### src/rtl/uart_pkg.sv
// Shared UART definitions: FSM state codes and parity modes,
// common to the tx and rx stream blocks.
package uart_pkg;
  typedef logic [2:0] uart_state_t;

  localparam uart_state_t ST_IDLE   = 3'd0;
  localparam uart_state_t ST_START  = 3'd1;
  localparam uart_state_t ST_DATA   = 3'd2;
  localparam uart_state_t ST_PARITY = 3'd3;
  localparam uart_state_t ST_STOP   = 3'd4;

  localparam int PAR_NONE = 0;
  localparam int PAR_ODD  = 1;
  localparam int PAR_EVEN = 2;
endpackage

### src/rtl/uart_tx_fifo.sv
// Synchronous FIFO with occupancy count; a push into a full FIFO is dropped
// even when a pop happens on the same edge.
module uart_tx_fifo #(
  parameter  int WIDTH = 8,
  parameter  int DEPTH = 4,
  localparam int AW    = $clog2(DEPTH),
  localparam int CW    = $clog2(DEPTH + 1)
) (
  input  logic             clk,
  input  logic             rst,
  input  logic             i_push,
  input  logic [WIDTH-1:0] i_data,
  input  logic             i_pop,
  output logic [WIDTH-1:0] o_data,
  output logic [CW-1:0]    o_count,
  output logic             o_full,
  output logic             o_empty
);
  logic [WIDTH-1:0] r_mem [DEPTH];
  logic [AW-1:0]    r_wr, r_rd;
  logic [CW-1:0]    r_count;
  logic             w_push, w_pop;

  assign o_full  = (r_count == CW'(DEPTH));
  assign o_empty = (r_count == '0);
  assign w_push  = i_push && !o_full;
  assign w_pop   = i_pop && !o_empty;
  assign o_data  = r_mem[r_rd];
  assign o_count = r_count;

  always_ff @(posedge clk)
    if (w_push) r_mem[r_wr] <= i_data;

  // Power-of-two depth lets the pointers wrap naturally.
  always_ff @(posedge clk or posedge rst) begin
    if (rst) begin
      r_wr    <= '0;
      r_rd    <= '0;
      r_count <= '0;
    end else begin
      if (w_push) r_wr <= r_wr + 1'b1;
      if (w_pop)  r_rd <= r_rd + 1'b1;
      case ({w_push, w_pop})
        2'b10:   r_count <= r_count + 1'b1;
        2'b01:   r_count <= r_count - 1'b1;
        default: r_count <= r_count;
      endcase
    end
  end
endmodule

### src/rtl/uart_tx_stream.sv
// Streaming UART transmitter: valid/ready input into a small FIFO, frames
// serialised LSB-first with configurable width, parity and stop bits.
module uart_tx_stream
  import uart_pkg::*;
#(
  parameter int CLKS_PER_BIT = 434,
  parameter int DATA_BITS    = 8,
  parameter int PARITY       = 0,
  parameter int STOP_BITS    = 1,
  parameter int FIFO_DEPTH   = 4
) (
  input  logic                               clk,
  input  logic                               rst,
  input  logic [DATA_BITS-1:0]               tx_data,
  input  logic                               tx_valid,
  output logic                               tx_ready,
  output logic                               tx,
  output logic                               busy,
  output logic [$clog2(FIFO_DEPTH+1)-1:0]    fifo_count
);
  localparam int BW = $clog2(CLKS_PER_BIT);
  localparam int IW = $clog2(DATA_BITS);
  localparam logic [BW-1:0] BAUD_LAST = BW'(CLKS_PER_BIT - 1);
  localparam logic [IW-1:0] DATA_LAST = IW'(DATA_BITS - 1);
  localparam logic [IW-1:0] STOP_LAST = IW'(STOP_BITS - 1);
  localparam logic          PAR_INV   = (PARITY == PAR_ODD);

  uart_state_t          r_state;
  logic [BW-1:0]        r_baud;
  logic [IW-1:0]        r_bit;
  logic [DATA_BITS-1:0] r_shift;
  logic                 r_par, r_tx;
  logic [DATA_BITS-1:0] w_head;
  logic                 w_full, w_empty, w_tick, w_frame_end, w_load;

  uart_tx_fifo #(.WIDTH(DATA_BITS), .DEPTH(FIFO_DEPTH)) u_fifo (
    .clk     (clk),
    .rst     (rst),
    .i_push  (tx_valid),
    .i_data  (tx_data),
    .i_pop   (w_load),
    .o_data  (w_head),
    .o_count (fifo_count),
    .o_full  (w_full),
    .o_empty (w_empty)
  );

  assign w_tick      = (r_baud == BAUD_LAST);
  assign w_frame_end = (r_state == ST_STOP) && w_tick && (r_bit == STOP_LAST);
  // Popping at the end of the last stop bit chains frames with no idle gap.
  assign w_load      = ((r_state == ST_IDLE) || w_frame_end) && !w_empty;
  assign tx_ready    = !w_full;
  assign tx          = r_tx;
  assign busy        = (r_state != ST_IDLE) || !w_empty;

  always_ff @(posedge clk or posedge rst) begin
    if (rst) begin
      r_state <= ST_IDLE;
      r_baud  <= '0;
      r_bit   <= '0;
      r_shift <= '0;
      r_par   <= 1'b0;
      r_tx    <= 1'b1;
    end else begin
      r_baud <= (r_state == ST_IDLE || w_tick) ? '0 : r_baud + 1'b1;
      if (w_load) begin
        r_shift <= w_head;
        r_par   <= ^w_head ^ PAR_INV;
        r_bit   <= '0;
        r_state <= ST_START;
        r_tx    <= 1'b0;
      end else begin
        case (r_state)
          ST_START: if (w_tick) begin
            r_state <= ST_DATA;
            r_tx    <= r_shift[0];
          end
          ST_DATA: if (w_tick) begin
            r_shift <= r_shift >> 1;
            if (r_bit == DATA_LAST) begin
              r_bit <= '0;
              if (PARITY != PAR_NONE) begin
                r_state <= ST_PARITY;
                r_tx    <= r_par;
              end else begin
                r_state <= ST_STOP;
                r_tx    <= 1'b1;
              end
            end else begin
              r_bit <= r_bit + 1'b1;
              r_tx  <= r_shift[1];
            end
          end
          ST_PARITY: if (w_tick) begin
            r_state <= ST_STOP;
            r_tx    <= 1'b1;
          end
          ST_STOP: if (w_tick) begin
            if (r_bit == STOP_LAST) begin
              r_state <= ST_IDLE;
              r_tx    <= 1'b1;
            end else begin
              r_bit <= r_bit + 1'b1;
            end
          end
          default: begin
            r_state <= ST_IDLE;
            r_tx    <= 1'b1;
          end
        endcase
      end
    end
  end
endmodule

### config.mk
export PLATFORM = sky130hd
export DESIGN_NAME = uart_tx_stream
export DESIGN_NICKNAME = d
export VERILOG_FILES = /design/src/rtl/uart_pkg.sv /design/src/rtl/uart_tx_fifo.sv /design/src/rtl/uart_tx_stream.sv
export SDC_FILE = /design/constraint.sdc
export NUM_CORES = 1
export LEC_CHECK = 0
export BUFFER_PORTS_ARGS = -buffer_cell sky130_fd_sc_hd__buf_2
export CELL_PAD_IN_SITES_DETAIL_PLACEMENT = 1
export CELL_PAD_IN_SITES_GLOBAL_PLACEMENT = 2
export CORE_MARGIN = 4
export CORE_UTILIZATION = 40
export CTS_BUF_LIST = sky130_fd_sc_hd__clkbuf_16
export CTS_CLUSTER_DIAMETER = 30
export CTS_CLUSTER_SIZE = 16
export DETAILED_ROUTE_END_ITERATION = 6
export MAX_ROUTING_LAYER = met4
export PLACE_DENSITY_LB_ADDON = 0.3
export SLEW_MARGIN = 20
export SYNTH_ARGS = -nofsm -noshare
export SYNTH_HDL_FRONTEND = slang
export SYNTH_SLANG_ARGS = --single-unit
### constraint.sdc
create_clock -name clk -period 3.7 [get_ports clk]
set_input_delay 0.74 -clock clk [delete_from_list [all_inputs] [get_ports clk]]
set_output_delay 0.74 -clock clk [all_outputs]
set_load 0.005 [all_outputs]
==> flow_summary.ini, run 1 <==
[sta]
fin_skew_ps = 6.62
period_needed_ps = 3000
fin_crit_sh_pct = 81.2
slew_viol_final = 0
fmax_ghz = 0.333
rsz0062_at_grt = no
finalSetupTns_ps = 0
relSlewSlack_pct = 30.5
setup_viol = 0
worst_pin_slew_ps = 1030
hold_viol = 0

[setup_path]
worst_ep_required_time_ps = 3950
crit_path_start_kind = flip-flop
critical_path_class = reg2reg
arrival_ps = 3260
cp-end-kind = flip-flop
worstPathMaxFanout = 10

[final_layout]
diodes = 0
drive_gt1_share_pct = 26.5
final_cell_mix = edfxtp_1 (32), dfrtp_1 (30), nor2_1 (16), buf_2 (16), inv_1 (12)
instances_no_fill = 319
syn2layout_area_growth_pct = 18.1
nets = 240
mostFrequentLayoutCell = edfxtp_1

[clock_tree]
cts_made_buffers = 9
clk_latency_ps = 330
htree_num_levels = 3
cts_tree = built
clock-sinks = 63
cts_resized = 0
clk_pin_slew_ps = 60
clk_path_buf_depth = 2
cts_hold_buf = 0
cts_setup_buffers = 0
ctsRootBufferMaster = clkbuf_16

[yosys]
synth_nets = 218
ys_seq_elements = 63
ys_types = 48
netlist_instances = 196
synth_area_um2 = 2840
yosys_warnings = 0
async_reset_ff_share_pct = 49.2
synth-edff-count = 32
ys_seq_area_share_pct = 61.2
synth.avg_cell_area_um2 = 14.5
yosys_most_used_dff = edfxtp_1

[grt]
grt_pass1_vias = 1892
grtUsageTotal_pct = 15.9
overflow = 0
grt_pass1_wl_um = 9820
grt_max_degree = 32
antenna_found_initial = 0

[job]
cap_violations = 0

[route]
vias = 1687
avgViaCountPerCell = 5.29
routedWlPerCell_um = 17.9
drtPass1Iterations = 4
drc_errors = 0
drt-total-wl_um = 5710
ant_nets = 0
first_iter_violations = 81

[placed_design]
place.gp.congestion = 0.764
dp_cells = 303
post-dp-hpwl_um = 3910
port_buffers = 16

[power_and_ir_drop]
comb_power_share_pct = 21.9
p_switching_mw = 0.775
sw_frac_of_total_pct = 29.6
power_frac_seq_pct = 42.8
p_leak_nw = 1.35
internal_power_mw = 1.84
pwr-share-clk_pct = 35.3
powerDensity_nw_per_um2 = 781
irDropWorstVdd_mv = 0.393

[die]
core-area_um2 = 6830
rows = 30
die_w_um = 92.3
die_h_um = 92.3
die-area_um2 = 8510
boundaryPins = 17
start_util_pct = 41.6

[run_status]
outcome = finished, final reports clean

[hold_path]
hold_class = in2async
[final timing paths]
kind / cells past startpoint / from / end / slack [ps]
min reg2reg: 1 / r_shift[0] / r_shift[0] / 520
max: 10 / r_baud[2] / u_fifo.o_count[2] / 700
max in group asynchronous: 3 / rst / tx / 2870
min in group clk: 1 / r_shift[0] / r_shift[0] / 520
max reg2reg: 10 / r_baud[2] / u_fifo.o_count[2] / 700
min: 3 / rst / u_fifo.o_count[0] / 490
[cell type report]
| class | instances | area [µm²] |
|---|---|---|
| fillers | 703 | 3480 |
| flip-flops and latches | 63 | 1740 |
| multi-input cells | 115 | 1030 |
| clock buffers | 9 | 225 |
| well taps | 96 | 120 |
| clock inverters | 7 | 104 |
| repair buffers | 17 | 87.6 |
| inverters | 12 | 45.0 |
[cells in the mapped netlist (2+ instances only)]
master	n	area, µm²
nand4_1	2	12.5
dfrtp_1	30	751
and3_1	9	56.3
mux2_2	3	33.8
o21ai_0	4	20.0
buf_1	2	7.51
edfxtp_1	32	961
o31ai_1	3	22.5
inv_1	12	45.0
nor2_1	16	60.1
a21oi_1	2	10.0
mux2_1	4	45.0
nand3_1	5	25.0
ha_1	10	125
nand3b_1	2	15.0
nand2b_1	3	18.8
xor2_1	3	26.3
a221o_2	4	45.0
nand2_1	3	11.3
mux4_2	8	180
xnor2_1	10	87.6
clkbuf_1	3	11.3
[cells by family after synthesis]
group,share of synthesized area (%)
muxes,9.65
AOI/OAI and AO/OA,6.96
xor gates and xnor gates,4.01
DFF,61.2
adders and majority gates,5.11
and+or+nand+nor,10.7
buffers and inverters,2.42
[power groups by stage]
| stage | logic, mW | clock network [mW] | registers [mW] |
|---|---|---|---|
| finish | 0.575 | 0.924 | 1.12 |
| global route | 0.641 | 0.989 | 1.15 |
| CTS | 0.590 | 0.939 | 1.12 |
| detailed placement | 0.583 | 0 | 1.14 |
| global placement | 0.535 | 0 | 1.12 |
| floorplan | 0.468 | 0 | 1.04 |
[metrics by stage]
step	instance area [µm²]	power (mW)	hold WS (ps)	setup slack (ps)	utilization, %
detailed placement	3020	1.72	510	727	44.3
floorplan	2840	1.51	471	1020	-
global route	3350	2.78	533	483	49.1
global placement	3020	1.65	493	828	44.3
finish	3350	2.62	492	695	49.1
CTS	3350	2.65	506	710	49.1
[sequential cells by signal, indices dropped and copies added, names as in the netlist]
| register | count |
|---|---|
| u_fifo.r_mem | 32 |
| r_baud | 9 |
| r_shift | 8 |
| r_bit | 3 |
| r_state | 3 |
| u_fifo.o_count | 3 |
| u_fifo.r_rd | 2 |
| u_fifo.r_wr | 2 |
| tx | 1 |
[worst max-delay path: stages, from the launching register on]
cell and delay (ps):
dfrtp_1 430, or4b_4 590, o31ai_4 470, nand2_2 230, inv_1 110, ha_1 190
inv_1 70, fa_1 380, xor2_1 170, nor2_1 120, xor2_1 150
[metal layers]
| metal | GRT usage [%] | share of wire [%] |
|---|---|---|
| met1 | 19.4 | 44 |
| met2 | 24.3 | 50 |
| met3 | 5.25 | 3.9 |
| met4 | 6.44 | 2.3 |
| met5 | - | 0 |
(Power assumes the default switching activity.)
==> inputs of run 2 (changes only) <==
--- a/config.mk
+++ b/config.mk
@@ -5,11 +5,12 @@
 export SDC_FILE = /design/constraint.sdc
 export NUM_CORES = 1
 export LEC_CHECK = 0
+export ABC_AREA = 1
 export BUFFER_PORTS_ARGS = -buffer_cell sky130_fd_sc_hd__buf_2
 export CELL_PAD_IN_SITES_DETAIL_PLACEMENT = 1
 export CELL_PAD_IN_SITES_GLOBAL_PLACEMENT = 2
 export CORE_MARGIN = 4
-export CORE_UTILIZATION = 40
+export CORE_UTILIZATION = 35
 export CTS_BUF_LIST = sky130_fd_sc_hd__clkbuf_16
 export CTS_CLUSTER_DIAMETER = 30
 export CTS_CLUSTER_SIZE = 16
==> constraint.sdc (replaced) <==
create_clock -name clk -period 2.7 [get_ports clk]
set_input_delay 0.54 -clock clk [delete_from_list [all_inputs] [get_ports clk]]
set_output_delay 0.54 -clock clk [all_outputs]
set_load 0.005 [all_outputs]
==> flow_summary.ini, run 2 <==
[placed_design]
place.gp.congestion = 0.745
placed_area_um2 = 3200
dp_cells = 429
post-dp-hpwl_um = 4510
port_buffers = 16
place_worst_setup_slack_ps = 300

[yosys]
yosys.area.top_type = edfxtp_1
yosys_most_used_dff = edfxtp_1
yosys_warnings = 0
synth-edff-count = 32
synth_area_um2 = 2980
ys_types = 31
async_reset_ff_share_pct = 49.2
yosysMostFrequentCell = nor2_1
synth_nets = 329
ys_seq_area_share_pct = 58.4
synth.top_cell.area_share_pct = 32.3
synthTopCellsByArea = edfxtp_1 (32%), dfrtp_1 (25%), nor2_1 (6.4%)
synth_commonest_cells = nor2_1 (51), nand2_1 (49), edfxtp_1 (32)
netlist_instances = 307
synth.avg_cell_area_um2 = 9.70
ys_seq_elements = 63

[setup_path]
critical_path_class = reg2reg
reg2reg_from = r_baud[1]
worst_ep_required_time_ps = 2950
crit_family = simple AND/OR/NAND/NOR gates
critical_path.cell_chain = inv_1 -> ha_1 -> nand2_1 -> nor2_4 -> nand2_2 -> nand2_2 -> nand2_2 -> inv_4 -> ha_1 -> inv_1 -> fa_1 -> nor2_1 -> nor2_1 -> nand2_1 -> xnor2_1
cp-end-kind = flip-flop
reg2reg_depth = 15
worstPathMaxFanout = 12
crit_path_start_kind = flip-flop
critPathBufInv = 3
crit_end = u_fifo.o_count[2]
arrival_ps = 2650
crit_cells = 15
cpMaxStageDelayCell = dfrtp_1
slowest_delay_ps = 390
cp-startpoint = r_baud[1]
r2r-end = u_fifo.o_count[2]
reg2reg_slack_ps = 300
crit_top_cell = nand2_2

[clock_tree]
cts_resized = 0
cts_hold_buf = 0
clock-sinks = 63
clk_pin_slew_ps = 60
clk_latency_ps = 330
cts_tree = built
cts_setup_buffers = 0
cts_made_buffers = 9
ctsRootBufferMaster = clkbuf_16
htree_num_levels = 3
clk_path_buf_depth = 2

[final_layout]
syn2layout_area_growth_pct = 18.4
multi_input_area_um2 = 1050
largest_reg_flops = 32
diodes = 0
mostFrequentLayoutCell = nor2_1
reg_top3 = u_fifo.r_mem (32), r_baud (9), r_shift (8)
drive_gt1_share_pct = 17.4
final_util_pct = 42.7
regArea_um2 = 1740
final_cell_mix = nor2_1 (51), nand2_1 (49), edfxtp_1 (32)
regMostFlops = u_fifo.r_mem
nets = 357
instances_no_fill = 445
fillers = 953
design_area_um2 = 3520

[grt]
grtUsageTotal_pct = 14.4
grt_pass1_wl_um = 10900
overflow = 0
antenna_found_initial = 0
grt_pass1_vias = 2266
grt_max_degree = 20

[route]
drt-total-wl_um = 6330
ant_nets = 0
drtPass1Iterations = 4
avgViaCountPerCell = 4.76
routedWlPerCell_um = 14.2
first_iter_violations = 64
vias = 2120
drc_errors = 0

[sta]
setup_slack_ps = 301
setup_viol = 0
rsz0062_at_grt = no
fmax_ghz = 0.417
slew_viol_final = 0
hold_viol = 0
hold_slack_ps = 238
relSlewSlack_pct = 65.0
period_needed_ps = 2400
fin_crit_sh_pct = 88.8
fin_skew_ps = 6.07
worst_pin_slew_ps = 525
finalSetupTns_ps = 0

[power_and_ir_drop]
powerDensity_nw_per_um2 = 1170
finalPower_mw = 4.11
p_leak_nw = 1.52
irDropWorstVdd_mv = 0.537

[die]
die_h_um = 100
die-area_um2 = 10000
start_util_pct = 36.0
rows = 33
core-area_um2 = 8260
boundaryPins = 17
die_w_um = 100

[job]
cap_violations = 0

[hold_path]
hold_class = in2async

[run_status]
outcome = finished, final reports clean
[run 2: cell count changes in the layout (fill, tap and decap cells not counted), moves of 5 or more]
| cell | change |
|---|---|
| buf_4 | +6 |
| inv_1 | +19 |
| o22ai_1 | +6 |
| o21ai_0 | +18 |
| mux4_2 | -8 |
| xnor2_1 | -8 |
| nand2_1 | +46 |
| nor3_1 | +8 |
| o21ai_1 | +10 |
| and3_1 | -8 |
| inv_2 | +5 |
| nor2_1 | +35 |
[run 2: cell type report]
class	instances	share of cell area, %
Sequential cell	63	49.3
Multi-Input combinational cell	200	29.9
Clock buffer	9	6.39
Inverter	38	4.19
Timing Repair Buffer	23	3.76
Tap cell	105	3.73
Clock inverter	7	2.73
[run 2: kinds of logic after synthesis]
family | share of synthesized area [%]
DFF | 58.4
buffers and inverters | 6.26
AOI/OAI and AO/OA | 8.45
adders and majority gates | 4.88
xor gates and xnor gates | 0.883
and+or+nand+nor | 21.1
[run 2: layer usage]
| metal | GRT usage, % | up-vias | part of all wire [%] |
|---|---|---|---|
| met5 | - | - | 0 |
| met4 | 4.66 | 0 | 1.2 |
| met3 | 3.75 | 10 | 2.5 |
| met2 | 24.0 | 21 | 50 |
| met1 | 16.9 | 1020 | 46 |
| li1 | - | 1069 | - |
[run 2: worst min path at each step]
stage,depth (start not counted),start,to,slack (ps)
detailed placement,2,tx,tx,460
global route,2,rst,u_fifo.r_wr[0],290
global placement,2,tx,tx,450
CTS,2,rst,u_fifo.r_wr[0],260
floorplan,2,r_shift[4],r_shift[4],440
finish,2,rst,u_fifo.r_wr[0],240
[run 2: power breakdown]
part / internal [mW] / leakage, nW / total, mW / switching (mW)
logic: 0.479 / 0.695 / 1.38 / 0.902
clock network: 0.809 / 0.150 / 1.24 / 0.432
registers: 1.31 / 0.679 / 1.49 / 0.178
